**src/rtl/stopwatch_pkg.sv**
```systemverilog
// Shared stopwatch definitions: debounce channel state encoding and timing defaults
// used by the key debouncer and the stopwatch control FSM.
package stopwatch_pkg;

  typedef enum logic [1:0] {
    KEY_REL       = 2'd0,
    KEY_PRESS_CHK = 2'd1,
    KEY_PRESSED   = 2'd2,
    KEY_REL_CHK   = 2'd3
  } key_state_t;

  // 40 ms stability window and 1 s long-press at a 100 Hz debounce rate
  localparam int DB_SAMPLES_DEF = 4;
  localparam int LONG_TICKS_DEF = 100;

  // Width of a counter that must hold values 0..maxval inclusive
  function automatic int cnt_width(input int maxval);
    return (maxval < 1) ? 1 : $clog2(maxval + 1);
  endfunction

endpackage

```
**src/rtl/key_debounce_ch.sv**
```systemverilog
// One debounce channel: four-state stability FSM with a hold timer; all state moves
// only on debounce ticks, pulses are registered and last exactly one clk cycle.
module key_debounce_ch
  import stopwatch_pkg::*;
#(
  parameter int DB_SAMPLES = DB_SAMPLES_DEF,
  parameter int LONG_TICKS = LONG_TICKS_DEF
) (
  input  logic clk,
  input  logic rst,
  input  logic tick,
  input  logic s,
  output logic level,
  output logic press_pulse,
  output logic release_pulse,
  output logic long_pulse
);

  localparam int CW = cnt_width(DB_SAMPLES);
  localparam int HW = cnt_width(LONG_TICKS);
  localparam logic [CW-1:0] CNT_ONE   = CW'(1);
  localparam logic [CW-1:0] CNT_DONE  = CW'(DB_SAMPLES);
  localparam logic [HW-1:0] HOLD_DONE = HW'(LONG_TICKS);
  localparam logic          SINGLE    = (DB_SAMPLES == 1);

  key_state_t      state_reg, state_next;
  logic [CW-1:0]   cnt_reg, cnt_next, cnt_inc;
  logic [HW-1:0]   hold_reg, hold_next, hold_inc;
  logic            level_reg, level_next;
  logic            press_reg, press_next;
  logic            release_reg, release_next;
  logic            long_reg, long_next;

  assign cnt_inc  = cnt_reg + CW'(1);
  assign hold_inc = hold_reg + HW'(1);

  always_ff @(posedge clk or posedge rst) begin
    if (rst) begin
      state_reg   <= KEY_REL;
      cnt_reg     <= '0;
      hold_reg    <= '0;
      level_reg   <= 1'b0;
      press_reg   <= 1'b0;
      release_reg <= 1'b0;
      long_reg    <= 1'b0;
    end else begin
      state_reg   <= state_next;
      cnt_reg     <= cnt_next;
      hold_reg    <= hold_next;
      level_reg   <= level_next;
      press_reg   <= press_next;
      release_reg <= release_next;
      long_reg    <= long_next;
    end
  end

  always_comb begin
    state_next = state_reg;
    cnt_next   = cnt_reg;
    hold_next  = hold_reg;
    if (tick) begin
      case (state_reg)
        KEY_REL: begin
          if (s) begin
            if (SINGLE) begin
              state_next = KEY_PRESSED;
              hold_next  = '0;
            end else begin
              state_next = KEY_PRESS_CHK;
              cnt_next   = CNT_ONE;
            end
          end
        end
        KEY_PRESS_CHK: begin
          if (!s) begin
            state_next = KEY_REL;
            cnt_next   = '0;
          end else if (cnt_inc == CNT_DONE) begin
            state_next = KEY_PRESSED;
            cnt_next   = '0;
            hold_next  = '0;
          end else begin
            cnt_next = cnt_inc;
          end
        end
        KEY_PRESSED: begin
          if (s) begin
            // hold saturates so key_long fires only once per press
            if (hold_reg != HOLD_DONE) hold_next = hold_inc;
          end else if (SINGLE) begin
            state_next = KEY_REL;
            hold_next  = '0;
          end else begin
            state_next = KEY_REL_CHK;
            cnt_next   = CNT_ONE;
          end
        end
        KEY_REL_CHK: begin
          if (s) begin
            // glitch: return to PRESSED with hold untouched
            state_next = KEY_PRESSED;
            cnt_next   = '0;
          end else if (cnt_inc == CNT_DONE) begin
            state_next = KEY_REL;
            cnt_next   = '0;
            hold_next  = '0;
          end else begin
            cnt_next = cnt_inc;
          end
        end
        default: begin
          state_next = KEY_REL;
          cnt_next   = '0;
          hold_next  = '0;
        end
      endcase
    end
  end

  always_comb begin
    press_next   = 1'b0;
    release_next = 1'b0;
    long_next    = 1'b0;
    if (tick) begin
      case (state_reg)
        KEY_REL:       press_next   = s && SINGLE;
        KEY_PRESS_CHK: press_next   = s && (cnt_inc == CNT_DONE);
        KEY_PRESSED: begin
          long_next    = s && (hold_reg != HOLD_DONE) && (hold_inc == HOLD_DONE);
          release_next = !s && SINGLE;
        end
        KEY_REL_CHK:   release_next = !s && (cnt_inc == CNT_DONE);
        default: begin
          press_next   = 1'b0;
          release_next = 1'b0;
        end
      endcase
    end
    level_next = level_reg;
    if (press_next)   level_next = 1'b1;
    if (release_next) level_next = 1'b0;
  end

  assign level         = level_reg;
  assign press_pulse   = press_reg;
  assign release_pulse = release_reg;
  assign long_pulse    = long_reg;

endmodule

```
**src/rtl/key_debounce.sv**
```systemverilog
// Multi-key debouncer: synchronises raw keys and the debounce-rate clock into clk,
// derives a one-cycle tick per clk_db rising edge and runs one channel per key.
module key_debounce
  import stopwatch_pkg::*;
#(
  parameter int NKEYS      = 3,
  parameter int DB_SAMPLES = DB_SAMPLES_DEF,
  parameter int LONG_TICKS = LONG_TICKS_DEF,
  parameter int ACTIVE_LOW = 0
) (
  input  logic             clk,
  input  logic             rst,
  input  logic             clk_db,
  input  logic [NKEYS-1:0] key_in,
  output logic [NKEYS-1:0] key_level,
  output logic [NKEYS-1:0] key_press,
  output logic [NKEYS-1:0] key_release,
  output logic [NKEYS-1:0] key_long
);

  localparam logic POL = (ACTIVE_LOW != 0);

  logic [NKEYS-1:0] key_meta_reg, key_sync_reg;
  logic             db_meta_reg, db_sync_reg, db_prev_reg;
  logic             tick;
  logic [NKEYS-1:0] key_s;

  // clk_db is sampled as data; only its synchronised rising edge matters
  always_ff @(posedge clk or posedge rst) begin
    if (rst) begin
      key_meta_reg <= '0;
      key_sync_reg <= '0;
      db_meta_reg  <= 1'b0;
      db_sync_reg  <= 1'b0;
      db_prev_reg  <= 1'b0;
    end else begin
      key_meta_reg <= key_in;
      key_sync_reg <= key_meta_reg;
      db_meta_reg  <= clk_db;
      db_sync_reg  <= db_meta_reg;
      db_prev_reg  <= db_sync_reg;
    end
  end

  assign tick  = db_sync_reg & ~db_prev_reg;
  assign key_s = key_sync_reg ^ {NKEYS{POL}};

  generate
    for (genvar gi = 0; gi < NKEYS; gi++) begin : g_ch
      key_debounce_ch #(
        .DB_SAMPLES (DB_SAMPLES),
        .LONG_TICKS (LONG_TICKS)
      ) u_ch (
        .clk           (clk),
        .rst           (rst),
        .tick          (tick),
        .s             (key_s[gi]),
        .level         (key_level[gi]),
        .press_pulse   (key_press[gi]),
        .release_pulse (key_release[gi]),
        .long_pulse    (key_long[gi])
      );
    end
  endgenerate

endmodule

```
**config.mk**
```make
export PLATFORM = sky130hd
export DESIGN_NAME = key_debounce
export DESIGN_NICKNAME = d
export VERILOG_FILES = /design/src/rtl/stopwatch_pkg.sv /design/src/rtl/key_debounce_ch.sv /design/src/rtl/key_debounce.sv
export SDC_FILE = /design/constraint.sdc
export NUM_CORES = 1
export LEC_CHECK = 0
export CORE_MARGIN = 2
export CORE_UTILIZATION = 36
export CTS_CLUSTER_SIZE = 14
export DETAILED_ROUTE_END_ITERATION = 8
export MAX_ROUTING_LAYER = met4
export PLACE_DENSITY = 0.59
export SYNTH_ARGS = -nofsm -noshare
export SYNTH_HDL_FRONTEND = slang
export SYNTH_SLANG_ARGS = --single-unit
```
**constraint.sdc**
```tcl
create_clock -name clk -period 3.6 [get_ports clk]
set_clock_uncertainty 0.1 [all_clocks]
set_input_delay 0.54 -clock clk [delete_from_list [all_inputs] [get_ports clk]]
set_output_delay 0.54 -clock clk [all_outputs]
set_load 0.005 [all_outputs]
```
==> impl_results.md, run 1 <==
* Via density at roughly 5.4
* RSZ-0062 raised after global routing: false
* Synth Cell Area at around 3200 um^2
* Slowest stage delay, CP at approximately 0.73 ns
* CTS Buffer Depth at 2
* Ys async rst share at 100%
* H-tree Lvls at 3
* Synth top area share at 44.3%
* Combinational share of power at between 15 and 20%
* CTS sink cnt at 57
* Synth Instances at 327
* Starting DRC count in detailed routing at 99
* Overall power at ~0.0018 W
* Worst path top cell family by delay: compound AO/OA/AOI/OAI gates
* Worst rel slew slack at 51.7%
* Gpl congestion at just under 0.8
* Pin count of the biggest net entering global routing at 24
* Port bufs at 17
* FMAX at around 0.46 GHz
* IO Count at 18
* DIE HEIGHT at 98.6 um
* CP max FO at 18
* Number of global-route vias before repair at approximately 2200
* Seq cells post-synth at 57
* Top layer in use: met4
* Outcome: finished clean
* Final ANT Viol Nets at 0
* Via count at 2383
* Layout Nets at about 350
* Worst-Skew Late Latency at roughly 0.33 ns
* Synthesis-to-layout area growth at 11.0%
* Starting Density at around 37%
* Clock Power Share at around 40%
* Worst slack, placed at about 1.4 ns
* Total GRT Usage at 13.5%
* Final Cycle Share at approximately three fifths
* Final core utilization at about two fifths
* M1 WL at a little under 3000 um
* Worst-path clk slew at around 0.070 ns
* Synth area leaders: dfrtp_1 44%, ha_1 6.6%, nand3_1 3.0%, o21ai_0 3.0%, buf_4 2.8%
* Most common cell after layout, fill and taps aside: dfrtp_1
* Largest register FFs at 21
* Max-Cap Viols at 0
* Hold buffers post-CTS at 0
* Int Power at 0.00126 W
* Post-layout min period at 2.16 ns
* Setup CP Type: reg -> reg
* Worst path cell trace: nand2b_1, a211oi_1, nand2_1, o221a_2
* Post-CTS Setup Bufs at 0
* Worst setup margin at about 1.4 ns
* Syn nets at 350
* # diodes at 0
* Class of the tightest hold or removal check: reg -> reg
* Synth Flop Type: dfrtp_1
* Crit path capture type: flip-flop
* DIE WIDTH at between 90 and 100 um
* Commonest cells after routing, fill and taps aside: 57 x dfrtp_1, 23 x nand2_1, 19 x nand3_1, 19 x o21ai_0, 19 x nor2_1
* CTS tree: done
* Flop pwr share at 45.7%
* Critical path arrival at 2.28 ns
* WL met2 at between 2000 and 3000 um
* Cts bufs inserted at 9
* Post-synth EDFFs at 0
* Post-synthesis sequential area ratio at approximately 44%
* Core ar. at around 8700 um^2
* CP Buf/Inv Count at 0
* Startpoint types: flip-flop
* Fill cells at approximately 840
* CP max-delay cell: a211oi_1
* Share of post-route cells with drive strength above 1 at 9.25%
* DIE AREA at a little under 10000 um^2
* Non-Filler Cell Area, Final at around 3600 um^2
* Root buffer cell: clkbuf_8
* Yosys top cell by area: dfrtp_1
* Switching Share at about 29%
* Hpwl dp at ~4300 um
* Routed WL at approximately 6100 um
* Residual DRC at 0
* Final hold vios at 0
* DR WL met3 at roughly 160 um
* Req. time, crit path at 3.72 ns
* Avg Inst Size Synth at between 9 and 10 um^2
* Slew Viols, Final at 0
* Leak pwr at between 1.5 and 2 nW
* Ys Warns at 0
* Total Negative Setup Slacks at 0 ns
* Pwr dens at roughly 500 nW/um^2
* Num rows at 34
* Maximum VDD drop at 181 uV
* Switching power total at between 0.0005 and 0.0006 W
* Global-route wire length before repair at about 10000 um
* Placed Instance Area at around 3300 um^2
* Drt first pass iters at 4
* Antenna violations before repair at 0
* Per-cell routed wire length at approximately 14 um
* Tightest Pin Transition at a little over 0.7 ns
* # resized after CTS at 0
* Final Setup Violations at 0
* Cell variety after synth at 53
* Grt total ovfl at 0
path summary, 6_finish.rpt:
kind,start,end,slack (ns),cells past startpoint
min in group asynchronous,rst,key_meta_reg[2],0.39,2
min,key_meta_reg[2],key_s[2],0.25,0
max reg2reg,db_prev_reg,g_ch[0].u_ch.hold_reg[2],1.44,4
max,db_prev_reg,g_ch[0].u_ch.hold_reg[2],1.44,4
min reg2reg,key_meta_reg[2],key_s[2],0.25,0
max in group asynchronous,rst,g_ch[2].u_ch.long_pulse,2.40,3
worst register-to-register path, cell delays in order, from the launching register on:
cell	delay, ns
dfrtp_1	0.39
nand2b_1	0.47
a211oi_1	0.73
nand2_1	0.11
o221a_2	0.26
cells by family after synthesis:
group	share of synthesized area [%]
AND/OR/NAND/NOR	20.5
AO/OA/AOI/OAI	15.7
flip-flops	44.3
buffers and inverters	7.76
adder cells (fa/ha/maj)	6.60
XOR/XNOR	2.72
multiplexers	2.41
power by group through the flow:
stage	clock (W)	sequential (W)	combinational (W)
global placement	0	0.000818	0.000269
floorplan	0	0.000774	0.000264
detailed placement	0	0.000822	0.000277
finish	0.000690	0.000811	0.000274
global route	0.000741	0.000826	0.000315
CTS	0.000702	0.000810	0.000278
per-stage QoR:
| step | hold WS (ns) | instances |
|---|---|---|
| global placement | 0.234 | 427 |
| finish | 0.251 | 443 |
| floorplan | 0.231 | 327 |
| CTS | 0.253 | 443 |
| global route | 0.269 | 443 |
| detailed placement | 0.236 | 427 |
routing by layer:
layer	vias to the layer above	global-route usage (%)
met5	-	-
met4	0	5.37
met3	9	3.05
met2	36	20.5
met1	1159	17.7
li1	1179	-
area by class of cell:
class | count | area, um^2 | share of cell area (%)
repair buffers | 20 | 193 | 5.38
well taps | 108 | 135 | 3.78
flip-flops and latches | 57 | 1430 | 39.9
clock buffers | 11 | 151 | 4.23
multi-input cells | 229 | 1550 | 43.2
clock inverters | 5 | 77.6 | 2.17
inverters | 13 | 48.8 | 1.36
synth_stat cells (6+ instances only):
cell and n:
a211o_1 6, a21oi_1 14, a31oi_1 6, buf_4 12, clkbuf_1 6, dfrtp_1 57, ha_1 17, inv_1 13
mux2_2 6, nand2_1 23, nand2b_1 9, nand3_1 19, nand4_1 10, nor2_1 19, nor2b_1 6, nor3_1 12
o21ai_0 19, xor2_1 6
Power figures use the tool's default switching activity.
==> run 2: changes to the inputs <==
--- a/config.mk
+++ b/config.mk
@@ -10,7 +10,7 @@
 export CTS_CLUSTER_SIZE = 14
 export DETAILED_ROUTE_END_ITERATION = 8
 export MAX_ROUTING_LAYER = met4
-export PLACE_DENSITY = 0.59
+export PLACE_DENSITY = 0.61
 export SYNTH_ARGS = -nofsm -noshare
 export SYNTH_HDL_FRONTEND = slang
 export SYNTH_SLANG_ARGS = --single-unit
==> constraint.sdc (replaced) <==
create_clock -name clk -period 1.8 [get_ports clk]
set_clock_uncertainty 0.1 [all_clocks]
set_input_delay 0.27 -clock clk [delete_from_list [all_inputs] [get_ports clk]]
set_output_delay 0.27 -clock clk [all_outputs]
set_load 0.005 [all_outputs]
==> run 2 against run 1 <==
Against the previous run:
- maximum frequency is 24% higher
- clock power is 74% higher
- critical path depth is 2 higher
- final cell count is 6.8% higher
- die area stayed put
==> impl_results.md, run 2 (synthesis gave the netlist of run 1 again) <==
* Outcome: finished clean
* Global-route wire length before repair at 11000 um (+5.5%)
* Fill cells at 801 (-4.5%)
* Residual DRC at 0 (unchanged)
* Worst path top cell family by delay: compound AO/OA/AOI/OAI gates
* CP max FO at 4 (-14)
* Worst-Skew Late Latency at 0.34 ns (about the same)
* Startpoint types: flip-flop
* Final core utilization at 44.5% (+3.5 points)
* Post-layout min period at 1.75 ns (-0.417 ns)
* Commonest cells after routing, fill and taps aside: 56 x dfrtp_1, 32 x buf_4, 23 x nand2_1, 19 x nand3_1
* Port bufs at 17 (unchanged)
* Via count at 2491 (+4.5%)
* CTS Buffer Depth at 2 (unchanged)
* Final Setup Violations at 0 (unchanged)
* Met1 usage at 17.6% (-0.17 points)
* DIE AREA at 9730 um^2 (unchanged)
* CP Buf/Inv Count at 1 (+1)
* Share of post-route cells with drive strength above 1 at 21.1% (+12 points)
* Per-cell routed wire length at 13.1 um (-4.8%)
* FMAX at 0.573 GHz (+24%)
* Cts bufs inserted at 9 (unchanged)
* Tightest Pin Transition at 0.383 ns (-0.342 ns)
* Worst path cell trace: inv_1, ha_1, and4b_2, a211oi_4, nor3_2, a221o_1
* H-tree Lvls at 3 (unchanged)
* DIE HEIGHT at 98.6 um (unchanged)
* WHS at 0.202 ns (-0.0487 ns)
* Crit path capture type: flip-flop
* CP max-delay cell: a221o_1
* Number of global-route vias before repair at 2366 (+8.8%)
* Worst-path clk slew at 0.06 ns (about the same)
* Grt total ovfl at 0 (unchanged)
* Synthesis-to-layout area growth at 20.5%
* Total GRT Usage at 14.2% (+0.65 points)
* Inst Count DP at 457 (+7.0%)
* Largest register FFs at 21 (unchanged)
* Gpl congestion at 0.833 (+6.0%)
* Worst rel slew slack at 74.4% (+23 points)
* Fin cells at 473 (+6.8%)
* Starting DRC count in detailed routing at 150 (+52%)
* Final ANT Viol Nets at 0 (unchanged)
* Final Cycle Share at 97.0% (+37 points)
* Starting Density at 37.0% (unchanged)
* Setup CP Type: reg -> reg
* RSZ-0062 raised after global routing: true
* Pin count of the biggest net entering global routing at 58 (+140%)
* DIE WIDTH at 98.6 um (unchanged)
* Multi-input logic area at 1630 um^2 (+5.7%)
* Via density at 5.27 (-2.1%)
* Hpwl dp at 4300 um (about the same)
* CTS tree: done
* Maximum VDD drop at 378 uV (+110%)
* Met2 Use GR at 22.0% (+1.5 points)
* GR peak layer: met2
* Layout Nets at 384 (+8.8%)
* FF+latch area at 1430 um^2 (about the same)
* Antenna violations before repair at 0 (unchanged)
* M3 GR Usage at 4.61% (+1.6 points)
* Slowest stage delay, CP at 0.35 ns (-0.38 ns)
* Drt first pass iters at 4 (unchanged)
* Overall power at 0.00356 W (+100%)
* Critical path arrival at 1.87 ns (-0.41 ns)
* Root buffer cell: clkbuf_8
* Num rows at 34 (unchanged)
* IO Count at 18 (unchanged)
* Final hold vios at 0 (unchanged)
* Most common cell after layout, fill and taps aside: dfrtp_1
* Slew Viols, Final at 0 (unchanged)
* # diodes at 0 (unchanged)
* Req. time, crit path at 1.92 ns (-1.80 ns)
* Max-Cap Viols at 0 (unchanged)
* CTS sink cnt at 57 (unchanged)
* Pwr dens at 916 nW/um^2 (+85%)
* Core ar. at 8720 um^2 (unchanged)
* Leak pwr at 1.67 nW (+10%)
* Class of the tightest hold or removal check: in -> async
* Routed WL at 6180 um (+1.6%)
## run 2: changes by cell type in the layout (fill, tap and decap cells not counted), moves of 2 or more
cell and change:
buf_4 +29, nor3_1 -4, nor3_2 +4, ha_1 -3, a21oi_1 -2, a21oi_2 +2
ha_2 +2
## run 2: metal layers
metal  wire length (um)  part of all wire (%)
met1               2860                    46
met2               3000                    49
met3                246                   4.0
met4                 71                   1.1
met5                  0                     0
## run 2: where the power goes
group	switching, W	leakage [nW]	total, W	internal (W)
clock network	0.000501	0.102	0.00120	0.000703
logic	0.000420	0.823	0.000800	0.000381
registers	0.000128	0.750	0.00155	0.00142
## run 2: worst paths after layout
check / startpoint / end / slack [ns] / cells after the start
max: g_ch[1].u_ch.hold_reg[0] / g_ch[1].u_ch.hold_reg[6] / 0.05 / 6
min: rst / g_ch[1].u_ch.release_pulse / 0.20 / 3
max reg2reg: g_ch[1].u_ch.hold_reg[0] / g_ch[1].u_ch.hold_reg[6] / 0.05 / 6
min reg2reg: key_meta_reg[2] / key_s[2] / 0.25 / 0
max in group asynchronous: rst / asynchronous set/reset pin / 1.14 / 3
min in group clk: key_meta_reg[2] / key_s[2] / 0.25 / 0
## run 2: timing repair
item                                    4_1_cts  5_1_grt
hold buffers                                  0        0
pin swaps                                     1        2
setup buffers                                 1        0
endpoints found under the setup margin        3       14
resized for setup                             2       22
## run 2: worst reg2reg max path, delay by kind of cell (launching register included)
kind                     cells  cell delay (ns)
AO/OA/AOI/OAI                2             0.59
AND/OR/NAND/NOR              2             0.37
flip-flops                   1             0.34
adder cells (fa/ha/maj)      1             0.19
buffers and inverters        1             0.05
## run 2: layout make-up
class,instances,area share [%]
multi-input combinational,229,42.1
sequential,57,36.8
timing repair buffer,51,11.4
clock buffer,12,4.00
tap,108,3.48
inverter,13,1.26
clock inverter,3,1.03
## run 2: through the flow
stage | setup TNS [ns] | setup WS, ns | area (um^2)
floorplan | 0 | 0.00435 | 3220
global placement | 0 | 0.0440 | 3590
detailed placement | -0.0240 | -0.0127 | 3590
CTS | 0 | 0.00445 | 3800
global route | -0.0347 | -0.0295 | 3880
finish | 0 | 0.0533 | 3880
==> run 3: changes to the inputs <==
--- a/config.mk
+++ b/config.mk
@@ -7,6 +7,7 @@
 export LEC_CHECK = 0
 export CORE_MARGIN = 2
 export CORE_UTILIZATION = 36
+export CTS_CLUSTER_DIAMETER = 100
 export CTS_CLUSTER_SIZE = 14
 export DETAILED_ROUTE_END_ITERATION = 8
 export MAX_ROUTING_LAYER = met4
@@ -14,3 +15,4 @@
 export SYNTH_ARGS = -nofsm -noshare
 export SYNTH_HDL_FRONTEND = slang
 export SYNTH_SLANG_ARGS = --single-unit
+export TNS_END_PERCENT = 50
==> results of run 3 <==
Same layout as run 2: the final DEF is identical, and so are final timing and power.
